## src/rtl/spi_tx_arbiter.sv

```systemverilog
// rtl/spi_tx_arbiter.sv - round-robin byte launcher in front of spi_final
// Define SPI_ARB_FIXED_PRI_EN to make the lowest requester index always win.
module spi_tx_arbiter #(
    parameter int NREQ         = 4,
    parameter int GAP_CYCLES   = 30,
    parameter int PULSE_CYCLES = 1
) (
    input  logic                    m_clk,
    input  logic                    n_reset,
    input  logic [NREQ-1:0]         req,
    input  logic [NREQ*8-1:0]       req_data,
    output logic [NREQ-1:0]         ack,
    output logic [7:0]              data_in,
    output logic                    data_av,
    output logic [$clog2(NREQ)-1:0] grant_id,
    output logic                    busy
);

    localparam int IDW     = $clog2(NREQ);
    localparam int CNT_MAX = (GAP_CYCLES > PULSE_CYCLES) ? GAP_CYCLES : PULSE_CYCLES;
    localparam int CW      = $clog2(CNT_MAX + 1);

    typedef enum logic [1:0] {
        S_IDLE   = 2'd0,
        S_LAUNCH = 2'd1,
        S_HOLD   = 2'd2
    } state_t;

    state_t          r_state;
    state_t          w_next_state;
    logic [CW-1:0]   r_cnt;
    logic [CW-1:0]   w_cnt_next;
    logic [IDW-1:0]  r_ptr;
    logic [IDW-1:0]  r_grant_id;
    logic [NREQ-1:0] r_ack;
    logic [7:0]      r_data_in;
    logic            r_data_av;
    logic            w_found;
    logic [IDW-1:0]  w_win;
    logic            w_grant;

    always_comb begin
        w_found = 1'b0;
        w_win   = '0;
`ifdef SPI_ARB_FIXED_PRI_EN
        for (int k = NREQ - 1; k >= 0; k--) begin
            if (req[k]) begin
                w_found = 1'b1;
                w_win   = IDW'(k);
            end
        end
`else
        // Walk from the slot after the last winner so every requester gets a turn.
        for (int k = 1; k <= NREQ; k++) begin
            if (!w_found && req[(int'(r_ptr) + k) % NREQ]) begin
                w_found = 1'b1;
                w_win   = IDW'((int'(r_ptr) + k) % NREQ);
            end
        end
`endif
    end

    assign w_grant = (r_state == S_IDLE) && w_found;

    always_ff @(posedge m_clk) begin
        if (!n_reset) begin
            r_state <= S_IDLE;
            r_cnt   <= '0;
        end else begin
            r_state <= w_next_state;
            r_cnt   <= w_cnt_next;
        end
    end

    always_comb begin
        w_next_state = r_state;
        w_cnt_next   = r_cnt;
        case (r_state)
            S_IDLE: begin
                if (w_found) begin
                    w_next_state = S_LAUNCH;
                    w_cnt_next   = CW'(PULSE_CYCLES);
                end
            end
            S_LAUNCH: begin
                if (r_cnt <= CW'(1)) begin
                    w_next_state = S_HOLD;
                    w_cnt_next   = CW'(GAP_CYCLES);
                end else begin
                    w_cnt_next = r_cnt - CW'(1);
                end
            end
            S_HOLD: begin
                if (r_cnt <= CW'(1)) begin
                    w_next_state = S_IDLE;
                    w_cnt_next   = '0;
                end else begin
                    w_cnt_next = r_cnt - CW'(1);
                end
            end
            default: begin
                w_next_state = S_IDLE;
                w_cnt_next   = '0;
            end
        endcase
    end

    always_ff @(posedge m_clk) begin
        if (!n_reset) begin
            r_ptr      <= IDW'(NREQ - 1);
            r_grant_id <= '0;
            r_ack      <= '0;
            r_data_in  <= 8'h00;
            r_data_av  <= 1'b0;
        end else begin
            r_ack     <= '0;
            r_data_av <= (w_next_state == S_LAUNCH);
            if (w_grant) begin
                r_ack      <= NREQ'(1) << w_win;
                r_data_in  <= req_data[int'(w_win)*8 +: 8];
                r_grant_id <= w_win;
                r_ptr      <= w_win;
            end
        end
    end

    assign ack      = r_ack;
    assign data_in  = r_data_in;
    assign data_av  = r_data_av;
    assign grant_id = r_grant_id;
    assign busy     = (r_state != S_IDLE);

endmodule

```

## config.mk

```make
export PLATFORM = sky130hd
export DESIGN_NAME = spi_tx_arbiter
export DESIGN_NICKNAME = d
export VERILOG_FILES = /design/src/rtl/spi_tx_arbiter.sv
export SDC_FILE = /design/constraint.sdc
export NUM_CORES = 1
export LEC_CHECK = 0
export ABC_AREA = 1
export BUFFER_PORTS_ARGS = -buffer_cell sky130_fd_sc_hd__clkbuf_2
export CORE_MARGIN = 5
export CORE_UTILIZATION = 30
export CTS_CLUSTER_DIAMETER = 60
export DETAILED_ROUTE_END_ITERATION = 12
export PLACE_DENSITY = 0.49
export SETUP_SLACK_MARGIN = 0.2
export SLEW_MARGIN = 20
export SYNTH_ARGS = -nofsm -noshare
export SYNTH_HDL_FRONTEND = slang
export SYNTH_SLANG_ARGS = --single-unit
```

## constraint.sdc

```tcl
create_clock -name m_clk -period 2 [get_ports m_clk]
set_clock_uncertainty 0.2 [all_clocks]
set_input_delay 0.2 -clock m_clk [delete_from_list [all_inputs] [get_ports m_clk]]
set_output_delay 0.2 -clock m_clk [all_outputs]
set_load 0.01 [all_outputs]
```

==> results by group <==
Timing
  – Fin Hold WS: roughly 44 ps
  – Setup TNS: 0 ps
  – Hold Vio Cnt, Final: 0
  – Worst Tran Pin Value: 574 ps
  – Slew headroom: between 60% and 70%
  – RSZ-0062 raised after global routing: true
  – Setup-failing EPs final: 0
  – Fin. max-slew vios: 0
  – Tcrit/Tclk final: between 90% and 100%
  – Fmax: ~530 MHz
  – Minimum clock period: 1890 ps

Critical path
  – Critical Path RT: 1970 ps
  – Startpoint Class: register
  – R2R setup slack: 110 ps
  – Reg2Reg Depth: 15
  – Crit Reg-Reg Endpoint: data_in[6]
  – Critical Path Sink Type: register
  – WS Path Type: reg -> reg
  – Crit path DAT: between 1500 and 2000 ps
  – Crit Path Max Fanout: 8
  – Worst R2R Start: r_ptr[0]

Clock tree
  – Clk pin slew, worst setup/hold paths: roughly 90 ps
  – Clock buffer depth: 2
  – Clk sinks: 24
  – CTS buffer count: 3
  – H-tree depth: 1
  – Clock root cell: clkbuf_8
  – Hold buffers post-CTS: 0
  – Worst-Skew Late Latency: 270 ps
  – TritonCTS clock tree: done

Die
  – Core area: 0.00479 mm2
  – Die W: slightly above 80 um
  – Die area: 0.00647 mm2
  – Die span in y: 80.5 um
  – Initial Util: between 30% and 40%
  – # IOs: 54
  – Row cnt: 25

Power
  – Total leakage power: roughly 1.2 nW
  – Worst vdd ir: roughly 0.86 mV
  – PwrDens: around 2000 mW/mm2

Final layout
  – Ratio of cells with drive above 1 in the final layout: a little under half
  – Design area: around 0.0023 mm2
  – # fillers: just over 500
  – Fin util: roughly 47%
  – Most common cell after layout, fill and taps aside: nand2_1
  – Antenna cells: 0
  – Nets: roughly 340
  – Register area: 483 um2
  – Synth-to-Final Area Change: 51.5%
  – Multi-input logic area: roughly 0.001 mm2
  – Most frequent cells in the layout: 58 x nand2_1, 53 x clkbuf_2, 26 x nand2_2, 22 x nand3_1, 22 x dfxtp_1

Outcome
  – Status: finished, final reports clean

Min path
  – HP Start: req_data[15]
  – HP Class: in -> reg
  – Worst Hold Endpoint: data_in[7]
  – Hold depth: 5

GRT
  – Vias in the first global route: 1,559
  – GRT Total Usage: a little over an eighth
  – Largest net degree at the start of global routing: 15
  – Grt ovf: 0
  – Initial antenna violation count: 0
  – First-pass GRT wire length: approximately 6.8 mm

Placed design
  – # port buffers: 53
  – Routability cong.: ~0.86
  – Placed cell areas: between 0.0015 and 0.002 mm2
  – DP HPWL: around 3.4 mm

Run
  – Max cap viols: 0

Route
  – Routed wire length: around 4.4 mm
  – Via total after detailed routing: ~1,700
  – Drt drc: 0
  – Drt initial violations: 66
  – DR pass1 iterations: 4
  – WL per Instance: 11.9 um
  – Post-DR vias/cell: approximately 4.5
  – DRT antenna net count: 0

Logic synthesis
  – Syn avg cell area: approximately 6.6 um2
  – Post-synthesis cell type count: 28
  – Synth warn: 0
  – Yosys reg bits: 24
  – Synth Cell Area: 0.00149 mm2
  – Mapped Cells: ~230
  – Seq/Total Area, Yosys: between 30 and 40%
  – Post-Syn Nets: around 270
synthesized netlist by cell type, drive strengths merged:
cell	n	area share, %
a211oi	1	0.50
a21oi	6	2.0
a31oi	1	0.42
buf	4	2.8
clkbuf	1	0.92
clkinv	1	0.25
dfxtp	24	32
dlygate4sd1	1	0.59
ha	2	1.7
inv	24	6.4
nand2	90	25
nand3	32	12
nand4	9	3.8
nor2	14	5.3
nor3	2	0.67
o21ai	9	3.0
o31ai	2	1.0
xnor2	1	0.59
xor2	2	1.2
power breakdown:
part           switching [mW]  internal (mW)  total (mW)
sequential              0.129          0.680       0.808
clock                   0.162          0.267       0.429
combinational            1.93           1.43        3.36
routing by layer:
layer	global-route usage (%)	vias up	part of all wire [%]
met4	3.72	0	1.1
met5	0	-	0
met2	23.2	27	53
met3	3.36	4	4.7
li1	-	880	-
met1	16.2	743	41
critical path, cell delays in order (launching register included):
cell     delay [ps]
dfxtp_2         350
buf_6           120
inv_8            50
nand2_4          70
nand2_4          60
nand2_2          80
nand2_2          70
nand2_2          90
nand2_2          70
nand2_4          80
nand3_4         130
buf_6           180
nand2_2          60
nand3_2          80
nand3_2          70
nand2_1          40
through the flow:
step / power, mW / std cells / setup WS [ps]
after floorplan: 2.65 / 226 / 206
after global placement: 3.52 / 360 / 42.1
after CTS: 4.25 / 366 / 134
final: 4.60 / 368 / 106
after detailed placement: 3.50 / 360 / 54.6
after global routing: 5.05 / 368 / -48.6
sequential cells by signal (all words and copies together), names as in the netlist:
| name | count |
|---|---|
| r_ptr | 2 |
| data_av | 1 |
| r_cnt | 5 |
| ack | 4 |
| grant_id | 2 |
| data_in | 8 |
| r_state | 2 |
area by class of cell:
| class | count | share of cell area, % |
|---|---|---|
| multi-input combinational | 171 | 45.1 |
| timing repair buffer | 77 | 21.6 |
| tap | 67 | 3.72 |
| sequential | 24 | 21.4 |
| clock inverter | 1 | 1.33 |
| clock buffer | 3 | 1.83 |
| inverter | 25 | 4.94 |
worst max path at each step:
stage | end | startpoint | depth (start not counted) | slack [ps]
final | data_in[6] | r_ptr[0] | 15 | 110
after global routing | data_in[6] | r_ptr[0] | 15 | -50
after CTS | data_in[2] | r_ptr[0] | 14 | 130
after detailed placement | data_in[2] | r_ptr[0] | 14 | 50
after global placement | ack[1] | r_ptr[0] | 14 | 40
after floorplan | data_in[4] | r_ptr[0] | 15 | 210
cell families (layout without fill, tap and decap cells):
logic type                 after synthesis  after routing  share of synthesized area (%)
AOI/OAI and AO/OA                       19             19                           6.97
xor gates and xnor gates                 3              3                           1.77
adders and majority gates                2              2                           1.68
buffers and inverters                   31            106                           10.9
DFF                                     24             24                           32.3
and+or+nand+nor                        147            147                           46.4
timing repair:
action,CTS,global route
pin swaps,11,20
cloned,1,1
endpoints found under the setup margin,23,23
resized for setup,29,44
setup buffers,1,1
No activity file was read; power rests on OpenSTA's default activity.
